--- src/rtl/fpu_stream_buffer_pkg.sv ---
// Shared types and sizing helpers for the FPU stream buffer.
// Latency: n/a (declarations only).
// Backpressure: n/a.
package fpu_pkg;

  localparam int DW_DEFAULT = 32;

  // One result-FIFO entry: exception flag above the result word
  typedef struct packed {
    logic                  exp;
    logic [DW_DEFAULT-1:0] data;
  } fpu_res_t;

  // Pointer width for a power-of-two FIFO: index bits plus one wrap bit
  function automatic int ptr_w(input int depth);
    return $clog2(depth) + 1;
  endfunction

endpackage

--- src/rtl/fpu_stream_buffer_if.sv ---
// Instruction, FPU-core and result streams of the FPU stream buffer.
// Latency: n/a (wiring only).
// Backpressure: in_ready / out_ready; the core side cannot stall.
interface fpu_stream_buffer_if
  import fpu_pkg::*;
#(
  parameter int DW = DW_DEFAULT
);

  logic          in_valid;
  logic          in_ready;
  logic [DW-1:0] in_instruction;
  logic          core_valid;
  logic [DW-1:0] core_instruction;
  logic          core_res_valid;
  logic [DW-1:0] core_result;
  logic          core_exp_flag;
  logic          out_valid;
  logic          out_ready;
  logic [DW-1:0] out_result;
  logic          out_exp_flag;

  // Environment side: producer of instructions, the FPU core and the consumer
  modport master (
    output in_valid, in_instruction, core_res_valid, core_result, core_exp_flag, out_ready,
    input  in_ready, core_valid, core_instruction, out_valid, out_result, out_exp_flag
  );

  // Buffer side
  modport slave (
    input  in_valid, in_instruction, core_res_valid, core_result, core_exp_flag, out_ready,
    output in_ready, core_valid, core_instruction, out_valid, out_result, out_exp_flag
  );

endinterface

--- src/rtl/fpu_stream_buffer_sync_fifo.sv ---
// Generic synchronous FIFO with wrap-bit pointers and occupancy count.
// Latency: a pushed entry is visible at the head the cycle after the push.
// Backpressure: push ignored when full, pop ignored when empty.
module sync_fifo #(
  parameter int WIDTH = 32,
  parameter int DEPTH = 4
) (
  input  logic                   clk,
  input  logic                   rst,
  input  logic                   push,
  input  logic [WIDTH-1:0]       push_data,
  input  logic                   pop,
  output logic [WIDTH-1:0]       pop_data,
  output logic                   full,
  output logic                   empty,
  output logic [$clog2(DEPTH):0] count
);

  localparam int AW = $clog2(DEPTH);

  logic [WIDTH-1:0] mem [DEPTH];
  logic [AW:0]      wr_ptr;
  logic [AW:0]      rd_ptr;
  logic             do_push;
  logic             do_pop;

  assign full     = (wr_ptr[AW] != rd_ptr[AW]) && (wr_ptr[AW-1:0] == rd_ptr[AW-1:0]);
  assign empty    = (wr_ptr == rd_ptr);
  assign count    = wr_ptr - rd_ptr;
  assign pop_data = mem[rd_ptr[AW-1:0]];
  assign do_push  = push && !full;
  assign do_pop   = pop && !empty;

  // Pointer advance; the wrap bit distinguishes full from empty
  always_ff @(posedge clk) begin
    if (rst) begin
      wr_ptr <= '0;
      rd_ptr <= '0;
    end else begin
      if (do_push) wr_ptr <= wr_ptr + 1'b1;
      if (do_pop)  rd_ptr <= rd_ptr + 1'b1;
    end
  end

  // Storage write; contents need no reset since the pointers gate visibility
  always_ff @(posedge clk) begin
    if (do_push) mem[wr_ptr[AW-1:0]] <= push_data;
  end

endmodule

--- src/rtl/fpu_stream_buffer.sv ---
// Buffers instructions, issues to a fixed-latency FPU core only when a result slot is reserved.
// Latency: accept T -> core_valid T+1 -> core_res_valid T+1+LATENCY -> out_valid T+2+LATENCY.
// Backpressure: in_ready drops when the instruction FIFO is full; issue stalls on credit.
module fpu_stream_buffer
  import fpu_pkg::*;
#(
  parameter int DW      = DW_DEFAULT,
  parameter int DEPTH   = 4,
  parameter int LATENCY = 3
) (
  input  logic                   clk,
  input  logic                   rst,
  fpu_stream_buffer_if.slave     bus,
  input  logic                   exp_clear,
  output logic                   exp_sticky,
  output logic                   err_unexpected,
  output logic [$clog2(DEPTH):0] level
);

  localparam int PW = ptr_w(DEPTH);

  logic          ifull, iempty;
  logic [PW-1:0] icount;
  logic [DW-1:0] ihead;
  logic          in_push;

  logic          rfull, rempty;
  logic [PW-1:0] rcount;
  logic [DW:0]   rhead;
  logic          res_push;
  logic          res_pop;
  logic          res_unexpected;

  logic [LATENCY-1:0] trk;
  logic [LATENCY:0]   trk_ext;
  int                 inflight;
  logic               credit_ok;

  assign bus.in_ready = !ifull && !rst;
  assign in_push      = bus.in_valid && bus.in_ready;

  sync_fifo #(.WIDTH(DW), .DEPTH(DEPTH)) u_ififo (
    .clk       (clk),
    .rst       (rst),
    .push      (in_push),
    .push_data (bus.in_instruction),
    .pop       (bus.core_valid),
    .pop_data  (ihead),
    .full      (ifull),
    .empty     (iempty),
    .count     (icount)
  );

  assign level = icount;

  // Count issues still inside the core; the oldest bit is the one returning now
  always_comb begin
    inflight = 0;
    for (int i = 0; i < LATENCY; i++) begin
      if (trk[i]) inflight++;
    end
  end

  // rcount still includes an entry popping this cycle, keeping the check conservative
  assign credit_ok            = (int'(rcount) + inflight) < DEPTH;
  assign bus.core_valid       = !iempty && credit_ok && !rst;
  assign bus.core_instruction = ihead;

  assign trk_ext = {trk, bus.core_valid};

  // Issue tracker: one bit per core pipeline stage
  always_ff @(posedge clk) begin
    if (rst) trk <= '0;
    else     trk <= trk_ext[LATENCY-1:0];
  end

  assign res_push       = bus.core_res_valid && trk[LATENCY-1] && !rfull;
  assign res_unexpected = bus.core_res_valid && !trk[LATENCY-1];
  assign res_pop        = bus.out_valid && bus.out_ready;

  sync_fifo #(.WIDTH(DW + 1), .DEPTH(DEPTH)) u_rfifo (
    .clk       (clk),
    .rst       (rst),
    .push      (res_push),
    .push_data ({bus.core_exp_flag, bus.core_result}),
    .pop       (res_pop),
    .pop_data  (rhead),
    .full      (rfull),
    .empty     (rempty),
    .count     (rcount)
  );

  assign bus.out_valid    = !rempty;
  assign bus.out_result   = rhead[DW-1:0];
  assign bus.out_exp_flag = rhead[DW];

  // Sticky exception: a flagged push beats a simultaneous clear
  always_ff @(posedge clk) begin
    if (rst)                               exp_sticky <= 1'b0;
    else if (res_push && bus.core_exp_flag) exp_sticky <= 1'b1;
    else if (exp_clear)                    exp_sticky <= 1'b0;
  end

  // Protocol error: a result with no matching issue; only reset clears it
  always_ff @(posedge clk) begin
    if (rst)                 err_unexpected <= 1'b0;
    else if (res_unexpected) err_unexpected <= 1'b1;
  end

endmodule
--- src/flat_wrapper.sv ---
// flat-port wrapper written by rule: the top's interface ports become plain ports
module fpu_stream_buffer_flat import fpu_pkg::*;
#(
  parameter int DW      = DW_DEFAULT,
  parameter int DEPTH   = 4,
  parameter int LATENCY = 3
)
  (clk, rst, exp_clear, exp_sticky, err_unexpected, level, bus_in_valid, bus_in_instruction, bus_core_res_valid, bus_core_result, bus_core_exp_flag, bus_out_ready, bus_in_ready, bus_core_valid, bus_core_instruction, bus_out_valid, bus_out_result, bus_out_exp_flag);
  fpu_stream_buffer_if #(.DW(DW)) bus_i ();
  input  logic clk;
  input  logic rst;
  input  logic exp_clear;
  output logic exp_sticky;
  output logic err_unexpected;
  output logic [$clog2(DEPTH):0] level;
  input wire logic [$bits(bus_i.in_valid)-1:0] bus_in_valid;
  input wire logic [$bits(bus_i.in_instruction)-1:0] bus_in_instruction;
  input wire logic [$bits(bus_i.core_res_valid)-1:0] bus_core_res_valid;
  input wire logic [$bits(bus_i.core_result)-1:0] bus_core_result;
  input wire logic [$bits(bus_i.core_exp_flag)-1:0] bus_core_exp_flag;
  input wire logic [$bits(bus_i.out_ready)-1:0] bus_out_ready;
  output wire logic [$bits(bus_i.in_ready)-1:0] bus_in_ready;
  output wire logic [$bits(bus_i.core_valid)-1:0] bus_core_valid;
  output wire logic [$bits(bus_i.core_instruction)-1:0] bus_core_instruction;
  output wire logic [$bits(bus_i.out_valid)-1:0] bus_out_valid;
  output wire logic [$bits(bus_i.out_result)-1:0] bus_out_result;
  output wire logic [$bits(bus_i.out_exp_flag)-1:0] bus_out_exp_flag;
  assign bus_i.in_valid = bus_in_valid;
  assign bus_i.in_instruction = bus_in_instruction;
  assign bus_i.core_res_valid = bus_core_res_valid;
  assign bus_i.core_result = bus_core_result;
  assign bus_i.core_exp_flag = bus_core_exp_flag;
  assign bus_i.out_ready = bus_out_ready;
  assign bus_in_ready = bus_i.in_ready;
  assign bus_core_valid = bus_i.core_valid;
  assign bus_core_instruction = bus_i.core_instruction;
  assign bus_out_valid = bus_i.out_valid;
  assign bus_out_result = bus_i.out_result;
  assign bus_out_exp_flag = bus_i.out_exp_flag;
  fpu_stream_buffer #(.DW(DW), .DEPTH(DEPTH), .LATENCY(LATENCY)) u_core (.clk(clk), .rst(rst), .bus(bus_i), .exp_clear(exp_clear), .exp_sticky(exp_sticky), .err_unexpected(err_unexpected), .level(level));
endmodule
--- config.mk ---
export PLATFORM = sky130hd
export DESIGN_NAME = fpu_stream_buffer_flat
export DESIGN_NICKNAME = d
export VERILOG_FILES = /design/src/rtl/fpu_stream_buffer_pkg.sv /design/src/rtl/fpu_stream_buffer_if.sv /design/src/rtl/fpu_stream_buffer_sync_fifo.sv /design/src/rtl/fpu_stream_buffer.sv /design/src/flat_wrapper.sv
export SDC_FILE = /design/constraint.sdc
export NUM_CORES = 1
export LEC_CHECK = 0
export CORE_MARGIN = 1.5
export CORE_UTILIZATION = 40
export DETAILED_ROUTE_END_ITERATION = 16
export PLACE_DENSITY_LB_ADDON = 0.1
export SLEW_MARGIN = 25
export SYNTH_ARGS = -nofsm -noshare
export SYNTH_HDL_FRONTEND = slang
export SYNTH_SLANG_ARGS = --single-unit
--- constraint.sdc ---
create_clock -name clk -period 3.7 [get_ports clk]
set_clock_uncertainty 0.05 [all_clocks]
set_input_delay 0.74 -clock clk [delete_from_list [all_inputs] [get_ports clk]]
set_output_delay 0.74 -clock clk [all_outputs]
set_load 0.03 [all_outputs]
==> impl_results.md, run 1 <==
- Outcome: complete, no violations
- Register area share after synthesis: 78.2%
- Most frequent cells after synthesis: edfxtp_1 (260), mux4_2 (65), dfxtp_1 (21), ha_1 (18), nor2_1 (14)
- HP Class: reg2reg
- Gr ovfl total: 0
- Cell area after synthesis: 0.0105 mm2
- Clock root cell: clkbuf_16
- Fillers: 2057
- Hold WS: 0.415 ns
- Clk sinks: between 200 and 300
- CTS clk-pin slew, worst paths: 0.07 ns
- Crit-path cells: inv_2 > ha_1 > inv_1 > fa_2 > ha_1 > or4_4 > a221oi_4 > buf_6
- Vias in the first global route: 5332
- TNS Setup: 0 ns
- MaxCap Viol Count: 0
- GRT Util Overall: 14.4%
- First-pass GRT wire length: 29.2 mm
- Hold path startpoint: u_core.trk[1]
- Static leakage: 4.36 nW
- Min Tclk post-route: 3.56 ns
- Critical setup path kind: reg2out
- Initial antenna violation count: 1
- Remaining antenna violation count: 0
- Worst-Skew Late Latency: 0.53 ns
- CTS tree: yes
- Slew @ Worst Pin: approximately 0.55 ns
- Initial Util: 40.6%
- H-Tree Depth: 1
- Critical Path Sink Type: output pin
- Core Util, Final: 52.0%
- VDD IR max: 0.406 mV
- CP Launch Type: register
- WP data arrival: 2.77 ns
- Cell count after placement: between 900 and 1000
- Critical path's most frequent cell: ha_1
- Synth warnings: 0
- CP peak stage delay: 0.55 ns
- CTS Buffer Depth: 3
- Tot Pwr: between 8 and 9 mW
- Final hold vios: 0
- Initial drt markers: 306
- Syn Nets: 554
- Layout Cells excl Fill: just under 1000
- Critical Path Slowest Stage Cell: or4_4
- Detailed placement HPWL: 11.6 mm
- Count leader, synth: edfxtp_1
- Avg WL per Cell: 19.2 um
- Post-synthesis cell count: 463
- Port Buffers: ~140
- Largest net degree at the start of global routing: 35
- # diodes: 0
- Finish-stage setup viols: 0
- Fmax: 0.281 GHz
- # rows: 59
- Yosys reg bits: 281
- CP required: 2.91 ns
- Synth unique cells: 31
- RSZ-0062 raised after global routing: no
- PD cells: 599 mW/mm2
- Pre-antenna DRT Iters: 6
- Final wirelength: between 15 and 20 mm
- Die ar.: 0.0273 mm2
- Die Width: ~170 um
- Avg Cell Area, Syn: 22.7 um2
- Largest cells by area after synthesis: edfxtp_1 (74%), mux4_2 (14%), dfxtp_1 (4.0%), ha_1 (2.1%), and2_1 (0.54%)
- Worst r2r src: u_core.u_rfifo.wr_ptr[0]
- Area leader, netlist: edfxtp_1
- Buf+Inv Stages, Crit Path: 3
- IO Pins: 144
- Top cell type's share of synthesized area: 74.2%
- Top FF cell, synth: edfxtp_1
- Fin crit share: 96.1%
- Share of cells above drive strength 1: between 20% and 30%
- CP Max Fanout: 4
- Critical Path Start: u_core.u_rfifo.wr_ptr[0]
- Final GP Congestion: around 0.73
- Via count: ~4900
- Layout Nets: 729
- Cts bufs inserted: 29
- Post-synth EDFFs: 260
- Die Y: 165 um
- Core area: 0.0259 mm2
- Fraction of registers with async set or reset after synthesis: 0%
- Top delay family on crit path: adder cells
- Worst rel slew slack: 63.6%
- DRC Markers: 0
- Slew Viols, Final: 0
- P&R area growth vs syn: 27.9%
- Vias per cell: 4.92
[per-layer routing]
layer	vias to the layer above	part of all wire (%)	GRT usage [%]
met2	138	50	24.9
met3	32	6.6	3.82
met1	2475	42	17.9
met5	-	0	0
li1	2253	-	-
met4	0	2.2	3.60
[placed cells by master, fill, tap and decap left out, drive strengths merged, types with 9 or more instances in the layout]
| master | count |
|---|---|
| buf | 19 |
| mux4 | 65 |
| clkdlybuf4s50 | 142 |
| clkinv | 16 |
| and2 | 9 |
| clkbuf | 32 |
| edfxtp | 260 |
| ha | 18 |
| inv | 14 |
| nor2 | 14 |
| dfxtp | 21 |
[stage by stage]
step / setup slack, ns / cell area, um2
CTS: 0.00897 / 13500
floorplan: 0.557 / 10500
detailed placement: 0.382 / 12500
finish: 0.143 / 13500
global placement: 0.424 / 12500
global route: 0.0214 / 13500
[sequential cells by signal (all words and copies together) (netlist names), named ones only]
name	flops
u_core.err_unexpected	1
u_core.exp_sticky	1
u_core.trk	3
u_core.u_ififo.mem	128
u_core.u_ififo.rd_ptr	3
u_core.u_ififo.wr_ptr	3
u_core.u_rfifo.mem	132
u_core.u_rfifo.rd_ptr	3
u_core.u_rfifo.wr_ptr	3
[layout make-up]
type | count | area, um2 | area share, %
Multi-Input combinational cell | 152 | 2190 | 16.3
Tap cell | 335 | 419 | 3.11
Timing Repair Buffer | 161 | 1660 | 12.3
Clock inverter | 21 | 179 | 1.33
Clock buffer | 32 | 737 | 5.47
Sequential cell | 281 | 8240 | 61.2
Inverter | 13 | 48.8 | 0.362
[kinds of logic (layout without fill, tap and decap cells)]
family,after synthesis,after routing,share of synthesized area (%)
xor+xnor,11,11,0.915
flops,281,281,78.2
buf+inv,30,227,1.14
compound gates,15,15,1.21
mux,68,68,14.2
fa+ha+maj,20,20,2.52
simple gates,38,38,1.83
[power by group]
part           total (mW)  switching [mW]  internal (mW)
logic                1.65           0.857          0.793
clock network        2.78            1.14           1.64
registers            3.63          0.0680           3.56
total                8.06            2.07           5.99
[worst min-delay path, cell delays in order (launching register included)]
cell	delay [ns]
dfxtp_1	0.31
inv_1	0.07
nor2_1	0.05
[path summary, 6_finish.rpt]
path / end / slack, ns / cells past startpoint
max: bus_core_valid / 0.14 / 8
min: u_core.trk[2] / 0.41 / 2
max reg2reg: register / 0.99 / 11
min reg2reg: u_core.trk[2] / 0.41 / 2
[repair_timing]
action | 4_1_cts | 5_1_grt
pin swaps | 1 | 2
setup endpoints to repair | 1 | 1
hold buffers | 0 | 0
gates resized for setup | 4 | 1
setup buffers | 1 | 1
Power figures use the tool's default switching activity.
==> run 2, diff against run 1 <==
CORE_ASPECT_RATIO = 2   (was not set)
DONT_BUFFER_PORTS = 1   (was not set)
MAX_ROUTING_LAYER = met4   (was not set)
==> impl_results.md, run 2 (synthesis gave the netlist of run 1 again) <==
- Outcome: complete, no violations (unchanged)
- Met3 wire len: 1.51 mm (was 1.26 mm)
- Detailed placement HPWL: 12.0 mm (was 11.6 mm)
- CP required: 2.91 ns (about the same)
- FF-to-FF End: u_core.u_ififo.rd_ptr[2]
- Cell count after placement: 801 (was 940)
- Cts bufs inserted: 25 (was 29)
- Uppermost layer routed: met4 (unchanged)
- Worst R2R Path Depth: 10 (was 11)
- Depth of the worst hold-timing path: 1 (was 2)
- Layout Cells excl Fill: 848 (was 995)
- Static leakage: 3.69 nW (was 4.36 nW)
- VDD IR max: 0.397 mV (was 0.406 mV)
- CTS tree: yes (unchanged)
- Critical Path Slowest Stage Cell: or4_4 (unchanged)
- CTS clk-pin slew, worst paths: 0.06 ns (was 0.07 ns)
- Dpl ws: 0.412 ns (was 0.382 ns)
- Core area: 0.0258 mm2 (was 0.0259 mm2)
- Vias in the first global route: 4948 (was 5332)
- Cts hold-fix bufs: 0 (unchanged)
- Remaining antenna violation count: 0 (unchanged)
- MaxCap Viol Count: 0 (unchanged)
- Pre-antenna DRT Iters: 4 (was 6)
- M1 WL: 6.20 mm (was 7.96 mm)
- Clk sinks: 281 (unchanged)
- Largest net degree at the start of global routing: 34 (was 35)
- Critical Path Sink Type: output pin (unchanged)
- Die Width: 118 um (was 165 um)
- Fmax: 0.274 GHz (was 0.281 GHz)
- Layout Nets: 580 (was 729)
- PD cells: 611 mW/mm2 (was 599 mW/mm2)
- CP Max Fanout: 5 (was 4)
- Worst Slack Setup Final: 0.0563 ns (was 0.143 ns)
- Critical setup path kind: reg2out (unchanged)
- GRT Util Overall: 14.6% (was 14.4%)
- Die ar.: 0.0274 mm2 (was 0.0273 mm2)
- # rows: 83 (was 59)
- Initial drt markers: 194 (was 306)
- Clock root cell: clkbuf_16 (unchanged)
- Fillers: 2254 (was 2057)
- Crit-path cells: inv_2 > ha_1 > inv_1 > fa_2 > xnor2_1 > ha_1 > or4_4 > a221oi_4 (was inv_2 > ha_1 > inv_1 > fa_2 > ha_1 > or4_4 > a221oi_4 > buf_6)
- Slew @ Worst Pin: 0.982 ns (was 0.546 ns)
- Gr ovfl total: 0 (unchanged)
- Top delay family on crit path: adder cells (unchanged)
- WP data arrival: 2.85 ns (was 2.77 ns)
- H-Tree Depth: 1 (unchanged)
- Max FFs per register: 132 (unchanged)
- Vias per cell: 5.12 (was 4.92)
- Commonest non-fill, non-tap cell in the layout: edfxtp_1 (unchanged)
- Buf+Inv Stages, Crit Path: 2 (was 3)
- Die Y: 232 um (was 165 um)
- First-pass GRT wire length: 29.0 mm (was 29.2 mm)
- Slew Viols, Final: 0 (unchanged)
- # diodes: 0 (unchanged)
- CP peak stage delay: 0.50 ns (was 0.55 ns)
- HP Class: in2reg (was reg2reg)
- Multi-input gate area: 0.00219 mm2 (unchanged)
- Port Buffers: 0 (was 143)
- IO Pins: 144 (unchanged)
- Share of cells above drive strength 1: 27.4% (was 21.7%)
- Finish-stage setup viols: 0 (unchanged)
- Final hold vios: 0 (unchanged)
- CP Launch Type: register (unchanged)
- Worst-Skew Late Latency: 0.52 ns (was 0.53 ns)
- Hold path startpoint: rst (was u_core.trk[1])
- Final GP Congestion: 0.718 (was 0.730)
- Via count: 4345 (was 4898)
- TNS Setup: 0 ns (unchanged)
- Avg WL per Cell: 22.5 um (was 19.2 um)
- Hold WS: 0.220 ns (was 0.415 ns)
- Min Tclk post-route: 3.64 ns (was 3.56 ns)
- Critical path's most frequent cell: ha_1 (unchanged)
- DRC Markers: 0 (unchanged)
- Commonest non-fill, non-tap cells in the layout: edfxtp_1 (260), mux4_2 (65), clkbuf_16 (25) (was edfxtp_1 (260), clkdlybuf4s50_1 (142), mux4_2 (65))
- R2r setup slk: 0.92 ns (was 0.99 ns)
- Initial antenna violation count: 0 (was 1)
- P&R area growth vs syn: 11.9% (was 27.9%)
- CTS Buffer Depth: 3 (unchanged)
- Worst r2r src: u_core.u_rfifo.wr_ptr[0] (unchanged)
- Initial Util: 40.9% (was 40.6%)
- Metal2 WL: 10.9 mm (was 9.50 mm)
- Fin crit share: 98.5% (was 96.1%)
- Worst rel slew slack: 34.5% (was 63.6%)
- Final wirelength: 19.1 mm (about the same)
- RSZ-0062 raised after global routing: yes (was no)
- Register area: 0.00823 mm2 (was 0.00824 mm2)
run 2: metrics by stage:
step,instance area (um2),power [mW],util [%]
6_report,11800,7.20,45.7
3_5_place_dp,11000,4.89,42.7
2_1_floorplan,10500,4.70,-
3_3_place_gp,11000,4.87,42.7
5_1_grt,11800,7.47,45.7
4_1_cts,11800,7.34,45.7
run 2: report_power, final:
group / switching [mW] / internal, mW / total [mW]
sequential: 0.0370 / 3.56 / 3.60
combinational: 0.797 / 0.381 / 1.18
clock: 1.10 / 1.32 / 2.43
total: 1.94 / 5.27 / 7.20
run 2: layer usage:
layer  GRT usage [%]  up-vias
li1                -     1938
met1            13.4     2250
met2            28.0      129
met3            4.61       28
met4            4.84        0
met5               -        -
run 2: repair_timing:
action                     4_1_cts  5_1_grt
setup buffers                    1        0
pin swaps                        2        0
resized for setup                3        1
setup endpoints to repair        1        1
run 2: area by class of cell:
cell class / instances / share of cell area (%)
Inverter: 13 / 0.414
Tap cell: 340 / 3.61
Clock inverter: 16 / 1.02
Timing Repair Buffer: 16 / 1.02
Sequential cell: 281 / 69.9
Clock buffer: 30 / 5.47
Multi-Input combinational cell: 152 / 18.6
run 2: how the worst max path moves through the flow:
stage,startpoint,endpoint,slack [ns],cells past startpoint
after CTS,u_core.u_rfifo.wr_ptr[0],bus_core_valid,0.01,8
final,u_core.u_rfifo.wr_ptr[0],bus_core_valid,0.06,8
after floorplan,u_core.u_rfifo.wr_ptr[0],bus_core_valid,0.56,8
after detailed placement,u_core.u_rfifo.wr_ptr[0],bus_core_valid,0.41,8
after global routing,u_core.u_rfifo.wr_ptr[0],bus_core_valid,-0.08,8
after global placement,u_core.u_rfifo.wr_ptr[0],bus_core_valid,0.44,8
